### config.mk
export PLATFORM = sky130hd
export DESIGN_NAME = pipe_reg_skid
export DESIGN_NICKNAME = d
export VERILOG_FILES = /design/src/rtl/pipe_reg_skid.sv
export SDC_FILE = /design/constraint.sdc
export NUM_CORES = 1
export LEC_CHECK = 0
export BUFFER_PORTS_ARGS = -buffer_cell sky130_fd_sc_hd__buf_2
export CORE_MARGIN = 3
export CORE_UTILIZATION = 62
export CTS_BUF_LIST = sky130_fd_sc_hd__clkbuf_4 sky130_fd_sc_hd__clkbuf_8 sky130_fd_sc_hd__clkbuf_16
export CTS_CLUSTER_SIZE = 40
export DETAILED_ROUTE_END_ITERATION = 10
export HOLD_SLACK_MARGIN = 0.15
export PLACE_DENSITY = 0.85
export RECOVER_POWER = 50
export SYNTH_ARGS = -nofsm -noshare
export SYNTH_HDL_FRONTEND = slang
export SYNTH_SLANG_ARGS = --single-unit
### constraint.sdc
create_clock -name clk -period 6.5 [get_ports clk]
set_clock_uncertainty 0.2 [all_clocks]
set_input_delay 1.3 -clock clk [delete_from_list [all_inputs] [get_ports clk]]
set_output_delay 1.3 -clock clk [all_outputs]
set_load 0.03 [all_outputs]
### src/rtl/pipe_reg_skid.sv
`default_nettype none
// +--------------------------------------------------------------------------+
// | pipe_reg_skid                                                            |
// | DEPTH-stage valid/ready pipeline register with a skid slot per stage.    |
// | Revision: 1.0                                                            |
// +--------------------------------------------------------------------------+
module pipe_reg_skid #(
  parameter int               WIDTH     = 16,
  parameter int               DEPTH     = 2,
  parameter logic [WIDTH-1:0] RESET_VAL = '0
) (
  input  logic                           clk,
  input  logic                           rst,
  input  logic                           flush,
  input  logic                           in_valid,
  output logic                           in_ready,
  input  logic [WIDTH-1:0]               in_data,
  output logic                           out_valid,
  input  logic                           out_ready,
  output logic [WIDTH-1:0]               out_data,
  output logic [$clog2(2*DEPTH+1)-1:0]   level
);

  localparam int c_lw = $clog2(2*DEPTH+1);

  typedef enum logic [1:0] {
    ST_EMPTY = 2'd0,
    ST_ONE   = 2'd1,
    ST_TWO   = 2'd2
  } state_t;

  logic             w_vld    [DEPTH];
  logic             w_rdy_up [DEPTH];
  logic [WIDTH-1:0] w_main   [DEPTH];

  for (genvar k = 0; k < DEPTH; k++) begin : g_stage
    state_t           r_state;
    state_t           w_nxt;
    logic [WIDTH-1:0] r_main;
    logic [WIDTH-1:0] r_skid;
    logic             w_vld_in;
    logic [WIDTH-1:0] w_din;
    logic             w_rdy_dn;
    logic             w_push;
    logic             w_pop;
    logic             w_ld_main;
    logic             w_ld_skid;
    logic             w_main_from_skid;

    if (k == 0) begin : g_first
      assign w_vld_in = in_valid;
      assign w_din    = in_data;
    end else begin : g_chain
      assign w_vld_in = w_vld[k-1];
      assign w_din    = w_main[k-1];
    end

    if (k == DEPTH - 1) begin : g_last
      assign w_rdy_dn = out_ready;
    end else begin : g_mid
      assign w_rdy_dn = w_rdy_up[k+1];
    end

    // Both handshake qualifiers come straight from state registers.
    assign w_vld[k]    = (r_state != ST_EMPTY);
    assign w_rdy_up[k] = (r_state != ST_TWO);
    assign w_main[k]   = r_main;
    assign w_push      = w_vld_in & w_rdy_up[k];
    assign w_pop       = w_vld[k] & w_rdy_dn;

    always_comb begin
      w_nxt            = r_state;
      w_ld_main        = 1'b0;
      w_ld_skid        = 1'b0;
      w_main_from_skid = 1'b0;
      case (r_state)
        ST_EMPTY: begin
          if (w_push) begin
            w_nxt     = ST_ONE;
            w_ld_main = 1'b1;
          end
        end
        ST_ONE: begin
          if (w_push && !w_pop) begin
            w_nxt     = ST_TWO;
            w_ld_skid = 1'b1;
          end else if (w_pop && !w_push) begin
            w_nxt = ST_EMPTY;
          end else if (w_push && w_pop) begin
            w_ld_main = 1'b1;
          end
        end
        ST_TWO: begin
          if (w_pop) begin
            w_nxt            = ST_ONE;
            w_ld_main        = 1'b1;
            w_main_from_skid = 1'b1;
          end
        end
        default: w_nxt = ST_EMPTY;
      endcase
    end

    always_ff @(posedge clk or negedge rst) begin
      if (!rst) begin
        r_state <= ST_EMPTY;
        r_main  <= RESET_VAL;
        r_skid  <= RESET_VAL;
      end else if (flush) begin
        r_state <= ST_EMPTY;
        r_main  <= RESET_VAL;
        r_skid  <= RESET_VAL;
      end else begin
        r_state <= w_nxt;
        if (w_ld_main) r_main <= w_main_from_skid ? r_skid : w_din;
        if (w_ld_skid) r_skid <= w_din;
      end
    end
  end

  assign in_ready  = w_rdy_up[0];
  assign out_valid = w_vld[DEPTH-1];
  assign out_data  = w_main[DEPTH-1];

  logic w_in_fire;
  logic w_out_fire;
  logic [c_lw-1:0] r_level;

  assign w_in_fire  = in_valid & in_ready;
  assign w_out_fire = out_valid & out_ready;

  always_ff @(posedge clk or negedge rst) begin
    if (!rst) begin
      r_level <= '0;
    end else if (flush) begin
      r_level <= '0;
    end else if (w_in_fire && !w_out_fire) begin
      r_level <= r_level + c_lw'(1);
    end else if (w_out_fire && !w_in_fire) begin
      r_level <= r_level - c_lw'(1);
    end
  end

  assign level = r_level;

endmodule
`default_nettype wire

==> metrics.txt, run 1 <==
Detailed Place HPWL 4.20 mm; drt drc 0; most frequent cells after synthesis 71 x dfrtp_1, 41 x nor2_1, 32 x a22o_1; vias in the first global route 2240; Req. time, crit path 6.52 ns; Syn Area/Cell roughly 12 um2; maxcap violations 1; highest metal used met4; core area slightly below 0.005 mm2; final WL between 6 and 7 mm; YS warnings 0; Seq cells post-synth about 70; maximum VDD drop 170 uV; DP Cell Count 360; Critical Path AT 3.51 ns; Starting Density 0.667; Worst Slack Setup Final about 3 ns; CP Capture Type flip-flop; largest area contributor in the netlist dfrtp_1; First-pass DRT Iterations 4; I/O Buffers 41; status finished, violations left; Register Area 0.00178 mm2; first-pass GRT wire length approximately 11 mm; clk sinks 71; DP Worst Slack 3.17 ns; Synth area leaders dfrtp_1 54%, a22o_1 8.5%, mux2i_1 5.2%, nor2_1 4.7%, o2bb2ai_2 4.6%; worst min path class reg2reg; met1 WL 3.19 mm; Root Driver clkbuf_8; Placer Congestion 0.789; DR vias 2307; LEAKAGE around 1.7 nW; post-cts gate resize count 0; std cell rows 25; final setup violation count 0; fin cells 376; worst-path fanout max 28; die area 0.00623 mm2; Mapped Cells between 200 and 300; share of the clock period used by the worst path 0.536; post-layout util 0.746; layout cell share with drive strength beyond 1 0.275; RSZ-0062 raised after global routing no; Synth Flop Type dfrtp_1; Via density 6.14; H-tree depth 3; Clock transition at path regs 0.07 ns; final hold vios 0; top cell type's share of synthesized area 0.539; failing checks max-capacitance violations, max-slew violations; pin count of the biggest net entering global routing 72; Synthesized Nets 292; Post-CTS Hold Fix Bufs 0; Worst-Skew Late Latency 0.34 ns; Filler cells 367; count leader, synth dfrtp_1; I/O Pins 42; Clock Path Buffers 2; GRT Overall Usage 0.239; ant diodes 0; crit path kind in2reg; Tightest Pin Transition 1.58 ns; Worst slew margin -0.0502; synthesized area 0.00330 mm2; Final min period 3.48 ns; Setup TNS 0 ns; Die W 78.9 um; Post-CTS Setup Inserts 0; R2R setup slack about 3.9 ns; area delta synth->final 11.8%; antenna viol nets, final 0; Max Slew Vio Count 29; number of buffers created by CTS 9; Detail Route met2 WL just under 3 mm; grt ovf 0; Cell variety after synth 45; Seq/Total Area, Yosys 0.539; Async SR Flop Fraction 1.00; wire per inst 17.6 um; critical path launch point type input port; Final nets 327; Met3 Wirelength 381 um; Die Y 78.9 um; fmax 0.287 GHz; Tot Pwr 0.000996 W; drt initial violations 248; initial antenna violation count 0; CTS tree built; Multi-input gate area about 0.0014 mm2; number of flops mapped to enable cells by yosys 0; Cell Pwr Density 270 mW/mm2
[through the flow]
| stage | instance area (um2) | hold WS, ns |
|---|---|---|
| after floorplan | 3300 | 0.267 |
| after global placement | 3470 | 0.283 |
| after detailed placement | 3470 | 0.282 |
| after CTS | 3690 | 0.310 |
| after global routing | 3680 | 0.325 |
| final | 3680 | 0.307 |
[layer usage]
layer | track usage | vias up
li1 | - | 1074
met1 | 0.361 | 1146
met2 | 0.340 | 76
met3 | 0.0499 | 11
met4 | 0.0928 | 0
met5 | 0 | -
[final cells by class]
cell class | instances | area share
Tap cell | 67 | 0.0228
Timing Repair Buffer | 42 | 0.0550
Sequential cell | 71 | 0.482
Multi-Input combinational cell | 175 | 0.375
Clock buffer | 10 | 0.0374
Clock inverter | 6 | 0.0228
Inverter | 5 | 0.00509
[final timing paths]
path,from,to,depth (start not counted)
setup reg to reg,g_stage[1].r_state[1]$_DFFE_PN0P_,out_data[11]$_DFFE_PN0P_,7
hold reg to reg,g_stage[0].r_skid[5]$_DFFE_PN0P_,g_stage[0].r_skid[5]$_DFFE_PN0P_,1
max in group asynchronous,rst,g_stage[1].r_skid[12]$_DFFE_PN0P_,2
min in group asynchronous,rst,level[1]$_DFFE_PN0P_,2
hold / removal,g_stage[0].r_skid[5]$_DFFE_PN0P_,g_stage[0].r_skid[5]$_DFFE_PN0P_,1
setup / recovery,flush,g_stage[1].r_skid[13]$_DFFE_PN0P_,4
[kinds of logic after synthesis]
group                    after synthesis  share of synthesized area
XOR/XNOR                               1                    0.00266
flip-flops                            71                      0.539
buffers and inverters                 23                     0.0418
adder cells (fa/ha/maj)                2                    0.00987
AO/OA/AOI/OAI                         59                      0.172
AND/OR/NAND/NOR                       94                      0.176
multiplexers                          19                     0.0585
[placed cells by master (no fill, tap or decap), types with 2 or more instances in the layout]
cell	n
nor2b_1	2
nor2_1	41
nor4_2	10
nor3_1	18
nor4_1	6
nor3_2	3
clkinv_2	3
buf_2	33
clkbuf_1	8
a21oi_1	3
inv_1	4
o2bb2ai_1	6
mux2i_1	17
o21a_1	2
dfrtp_1	71
o2bb2ai_2	10
clkbuf_8	10
bufinv_16	2
nor3b_2	2
a22o_1	32
[report_power, final]
part	total, W	internal, W	switching, W
logic	0.000132	0.0000432	0.0000886
registers	0.000477	0.000461	0.0000162
clock network	0.000387	0.000225	0.000162
total	0.000996	0.000729	0.000267
[sequential cells by signal, summed over array words and instances (netlist names)]
signal           count
out_data            16
level                3
g_stage.r_main      16
g_stage.r_state      4
g_stage.r_skid      32
[critical path: stages]
cell,delay [ns]
clkbuf_1,1.11
inv_1,0.30
and3_1,0.45
a22o_1,0.32
Note: power is estimated with default switching activity, not from simulation.
==> run 2, diff against run 1 <==
Settings changed: CORE_UTILIZATION 62 to 52, PLACE_DENSITY 0.85 to 0.76.
Clock period 6.5 ns to 3.11 ns, I/O delays scaled along.
==> run 2 against run 1 <==
  * The run still ends with max-capacitance violations, max-slew violations left
  * Register-to-register slack got worse by 3.4 ns
  * Global-route usage decreased by 3.9 points
  * Routed wire length grew 0.33%
  * Via count fell by 2.7%
  * Combinational power increased by 110%
  * Non-clock buffer count is 4 higher
  * Count of clock-buffer cells in the layout unchanged
  * Clock power grew 130%
  * Critical endpoint is now g_stage[1].r_skid[3]$_DFFE_PN0P_
  * Largest cell class unchanged
==> metrics.txt, run 2 (synthesis gave the netlist of run 1 again) <==
status finished, violations left (unchanged); failing checks max-capacitance violations, max-slew violations (unchanged); Req. time, crit path 3.13 ns (was 6.52 ns); Cell Pwr Density 579 mW/mm2 (was 270 mW/mm2); worst-path fanout max 28 (unchanged); LEAKAGE 1.70 nW (was 1.73 nW); RSZ-0062 raised after global routing no (unchanged); Largest Register g_stage.r_skid (unchanged); Die Y 85.6 um (was 78.9 um); final hold vios 0 (unchanged); Placer Congestion 0.816 (was 0.789); maxcap violations 2 (was 1); Worst slew margin -0.120 (was -0.0502); most frequent cells in the layout 71 x dfrtp_1, 41 x nor2_1, 32 x a22o_1 (was 71 x dfrtp_1, 41 x nor2_1, 33 x buf_2); Tightest Pin Transition 1.68 ns (was 1.58 ns); net switching power 0.000561 W (was 0.000267 W); final WL 6.66 mm (was 6.63 mm); worst min path class in2reg (was reg2reg); first-pass GRT wire length 11.3 mm (was 11.4 mm); drt initial violations 163 (was 248); area delta synth->final 13.3% (was 11.8%); I/O Pins 42 (unchanged); Register Area 0.00178 mm2 (unchanged); Worst-Skew Late Latency 0.34 ns (about the same); clk sinks 71 (unchanged); Final nets 331 (was 327); Internal 0.00160 W (was 0.000729 W); vias in the first global route 2223 (was 2240); Via density 5.79 (was 6.14); antenna viol nets, final 0 (unchanged); ant diodes 0 (unchanged); Clock power frac 0.413 (was 0.389); Sw Share 0.259 (was 0.268); fmax 0.360 GHz; Starting Density 0.547 (was 0.667); CTS tree built (unchanged); number of buffers created by CTS 9 (unchanged); share of the clock period used by the worst path 0.893; Detailed Place HPWL 4.30 mm (was 4.20 mm); DR vias 2245 (was 2307); initial antenna violation count 0 (unchanged); final setup violation count 0 (unchanged); Setup TNS 0 ns (unchanged); Post-CTS Setup Inserts 0 (unchanged); crit path kind in2reg (unchanged); Die W 85.6 um (was 78.9 um); Multi-input gate area 0.00138 mm2 (unchanged); grt ovf 0 (unchanged); DP Worst Slack 0.495 ns (was 3.17 ns); Critical Path AT 2.80 ns (was 3.51 ns); Worst Slack Setup Final 0.333 ns (was 3.02 ns); Root Driver clkbuf_8 (unchanged); combinational group share of total power 0.125 (was 0.132); drt drc 0 (unchanged); GRT Overall Usage 0.200 (was 0.239); Clock transition at path regs 0.07 ns (about the same); post-cts gate resize count 0 (unchanged); Reg power frac 0.461 (was 0.479); Max Slew Vio Count 60 (was 29); maximum VDD drop 271 uV (was 170 uV); commonest non-fill, non-tap cell in the layout dfrtp_1 (unchanged); CP Capture Type flip-flop (unchanged); layout cell share with drive strength beyond 1 0.240 (was 0.275); max reg flops 32 (unchanged); std cell rows 28 (was 25); pin count of the biggest net entering global routing 31 (was 72); First-pass DRT Iterations 4 (unchanged); critical path launch point type input port (unchanged); wire per inst 17.2 um (was 17.6 um); Clock Path Buffers 2 (unchanged); I/O Buffers 41 (unchanged); H-tree depth 3 (unchanged); core area 0.00603 mm2 (was 0.00494 mm2); die area 0.00733 mm2 (was 0.00623 mm2); Final min period about 2.8 ns; Filler cells 502 (was 367)
run 2: cell count changes in the layout (fill, tap and decap cells not counted), sizes merged:
| cell | change |
|---|---|
| bufinv | +1 |
| clkinv | -2 |
| buf | -10 |
| dlygate4sd3 | +1 |
| clkinvlp | +1 |
| clkbuf | +13 |
run 2: power by group through the flow:
stage	Combinational, W	Clock [W]	Sequential (W)
floorplan	0.000143	0	0.00106
global placement	0.000275	0	0.00101
detailed placement	0.000280	0	0.00101
CTS	0.000283	0.000906	0.000997
global route	0.000300	0.000944	0.00100
finish	0.000271	0.000894	0.000998
run 2: layer usage:
layer  wire (um)  vias up  track usage  part of all wire
met5           0        -            0                 0
met4         164        0       0.0964             0.025
met3         375       14       0.0355             0.056
met2        2810       63        0.285              0.42
met1        3310     1094        0.295              0.50
li1            -     1074            -                 -
run 2: worst max-delay path: stages:
cell and delay (ns):
clkbuf_1 1.09, inv_1 0.29, and3_1 0.46, a22o_1 0.32
run 2: through the flow:
stage	utilization	cell area [um2]	power (W)	hold WS, ns	std cells
detailed placement	0.582	3510	0.00129	0.285	371
finish	0.620	3730	0.00216	0.295	388
global placement	0.582	3510	0.00129	0.283	371
global route	0.620	3730	0.00225	0.297	388
CTS	0.624	3760	0.00219	0.276	388
floorplan	-	3300	0.00120	0.126	269
run 2: timing repair:
item / in CTS / in global routing
endpoints found under the hold margin: 28 / 0
hold buffers: 1 / 0
setup endpoints to repair: 0 / 0
run 2: worst paths after layout:
kind / start / to / slack [ns] / cells after the start
min in group asynchronous: rst / out_data[12]$_DFFE_PN0P_ / 1.06 / 2
worst min-delay path: out_ready / g_stage[1].r_state[1]$_DFFE_PN0P_ / 0.29 / 2
worst max-delay path: flush / g_stage[1].r_skid[3]$_DFFE_PN0P_ / 0.33 / 4
worst max register to register: g_stage[1].r_state[1]$_DFFE_PN0P_ / out_data[10]$_DFFE_PN0P_ / 0.49 / 8
worst min register to register: g_stage[0].r_skid[3]$_DFFE_PN0P_ / g_stage[0].r_skid[3]$_DFFE_PN0P_ / 0.31 / 1
max in group asynchronous: rst / g_stage[0].r_main[14]$_DFFE_PN0P_ / 0.53 / 3
run 2: layout make-up:
class | count | share of cell area
flip-flops and latches | 71 | 0.476
multi-input cells | 175 | 0.370
repair buffers | 46 | 0.0586
clock buffers | 10 | 0.0369
clock inverters | 6 | 0.0288
well taps | 75 | 0.0251
inverters | 5 | 0.00503
==> run 3, diff against run 2 <==
Settings changed: CORE_MARGIN 3 to not set.
==> run 3 against run 2 <==
  * The run still ends with max-capacitance violations, max-slew violations left
  * Setup slack got worse by 0.046 ns
  * Flip-flop and latch count unchanged
  * Clock power decreased by 13%
  * Final area decreased by 0.60%
  * Routed wire length decreased by 2.9%
  * Fmax decreased by 1.6%
  * Core utilization decreased by 0.37 points
  * Power decreased by 5.4%
  * Global-route usage increased by 1.6 points
  * Critical path depth unchanged
  * Sequential share of layout area increased by 0.29 points
  * Final cell count unchanged
  * Largest cell class unchanged
  * Highest routed layer unchanged
==> metrics.txt, run 3 (synthesis gave the netlist of run 1 again) <==
Tightest Pin Transition 1.57 ns (was 1.68 ns); final WL 6.46 mm (was 6.66 mm); Clock power frac 0.379 (was 0.413); Die Y 81.6 um (was 85.6 um); fin cells 388 (unchanged); commonest non-fill, non-tap cell in the layout dfrtp_1 (unchanged); Final nets 331 (unchanged); antenna viol nets, final 0 (unchanged); std cell rows 28 (unchanged); final setup violation count 0 (unchanged); initial antenna violation count 0 (unchanged); post-cts gate resize count 0 (unchanged); I/O Pins 42 (unchanged); Clock Path Buffers 2 (unchanged); Detailed Place HPWL 4.33 mm (was 4.30 mm); Die W 81.6 um (was 85.6 um); drt initial violations 182 (was 163); Tot Pwr 0.00205 W (was 0.00216 W); crit path kind in2reg (unchanged); Met3 Wirelength 326 um (was 375 um); layout cell share with drive strength beyond 1 0.240 (unchanged); most frequent cells in the layout 71 x dfrtp_1, 41 x nor2_1, 32 x a22o_1 (unchanged); Via density 5.85 (was 5.79); first-pass GRT wire length 10.6 mm (was 11.3 mm); worst-path fanout max 28 (unchanged); I/O Buffers 41 (unchanged); vias in the first global route 2087 (was 2223); H-tree depth 3 (unchanged); highest metal used met4 (unchanged); Internal 0.00150 W (was 0.00160 W); pin count of the biggest net entering global routing 33 (was 31); ant diodes 0 (unchanged); Max Slew Vio Count 58 (was 60); net switching power 0.000551 W (was 0.000561 W); combinational group share of total power 0.134 (was 0.125); wire per inst 16.7 um (was 17.2 um); Cell Pwr Density 551 mW/mm2 (was 579 mW/mm2); Req. time, crit path 3.13 ns (about the same); LEAKAGE 1.70 nW (about the same); Detail Route met2 WL 2.72 mm (was 2.81 mm); die area 0.00666 mm2 (was 0.00733 mm2); final hold vios 0 (unchanged); core area 0.00603 mm2 (unchanged); failing checks max-capacitance violations, max-slew violations (unchanged); maximum VDD drop 243 uV (was 271 uV); maxcap violations 2 (unchanged); Placer Congestion 0.778 (was 0.816); worst min path class in2reg (unchanged); critical path launch point type input port (unchanged); share of the clock period used by the worst path 0.908 (was 0.893); Worst-Skew Late Latency 0.34 ns (about the same); grt ovf 0 (unchanged); DP Cell Count 371 (unchanged); First-pass DRT Iterations 4 (unchanged); Critical Path AT 2.85 ns (was 2.80 ns); Final min period 2.82 ns (was 2.78 ns); Setup TNS 0 ns (unchanged); area delta synth->final 12.6% (was 13.3%); RSZ-0062 raised after global routing no (unchanged); met1 WL 3.30 mm (was 3.31 mm); number of buffers created by CTS 9 (unchanged); drt drc 0 (unchanged); Worst slew margin -0.0468 (was -0.120); Clock transition at path regs 0.07 ns (about the same); clk sinks 71 (unchanged); Starting Density 0.547 (unchanged); Largest Register g_stage.r_skid (unchanged); DR vias 2270 (was 2245); status finished, violations left (unchanged); Root Driver clkbuf_8 (unchanged); CP Capture Type flip-flop (unchanged); Reg power frac 0.487 (was 0.461); fmax 0.354 GHz (was 0.360 GHz); CTS tree built (unchanged); GRT Overall Usage 0.216 (was 0.200); Sw Share 0.269 (was 0.259); max reg flops 32 (unchanged)
==> run 3: path summary, 6_finish.rpt <==
kind	to	slack (ns)	startpoint	depth (start not counted)
max in group asynchronous	g_stage[1].r_skid[1]$_DFFE_PN0P_	0.64	rst	3
hold reg to reg	g_stage[1].r_skid[6]$_DFFE_PN0P_	0.30	g_stage[1].r_skid[6]$_DFFE_PN0P_	1
min in group asynchronous	level[1]$_DFFE_PN0P_	1.00	rst	2
hold / removal	g_stage[1].r_state[1]$_DFFE_PN0P_	0.30	out_ready	2
setup reg to reg	out_data[3]$_DFFE_PN0P_	0.50	g_stage[1].r_state[1]$_DFFE_PN0P_	8
setup / recovery	g_stage[1].r_skid[13]$_DFFE_PN0P_	0.29	flush	4
==> run 3: layout make-up <==
class | instances | area (um2)
multi-input cells | 175 | 1380
clock buffers | 13 | 173
inverters | 5 | 18.8
repair buffers | 46 | 229
clock inverters | 3 | 40.0
well taps | 75 | 93.8
flip-flops and latches | 71 | 1780
fillers | 516 | 2310
==> run 3: what timing repair did <==
action	CTS	global route
setup buffers	0	0
hold buffers	1	0
endpoints found under the hold margin	27	0
==> run 3: routing by layer <==
metal	track usage	up-vias
li1	-	1072
met1	0.336	1131
met2	0.290	56
met3	0.0344	11
met4	0.104	0
met5	0	-
==> run 3: stage by stage <==
stage / hold slack [ns] / instance area, um2 / worst slack [ns] / util
floorplan: 0.126 / 3300 / 0.996 / -
global placement: 0.283 / 3520 / 0.563 / 0.584
detailed placement: 0.282 / 3520 / 0.495 / 0.584
CTS: 0.285 / 3740 / 0.495 / 0.621
global route: 0.299 / 3710 / 0.159 / 0.616
finish: 0.301 / 3710 / 0.287 / 0.616
==> run 3: power by group through the flow <==
stage | clock (W) | combinational [W] | sequential (W)
after floorplan | 0 | 0.000143 | 0.00106
after global placement | 0 | 0.000277 | 0.00101
after detailed placement | 0 | 0.000283 | 0.00101
after CTS | 0.000784 | 0.000285 | 0.000996
after global routing | 0.000831 | 0.000301 | 0.00100
final | 0.000776 | 0.000274 | 0.000997
==> run 3: worst max-delay path, stage by stage <==
cell	delay (ns)
clkbuf_1	1.10
inv_1	0.33
and3_1	0.46
a22o_1	0.32
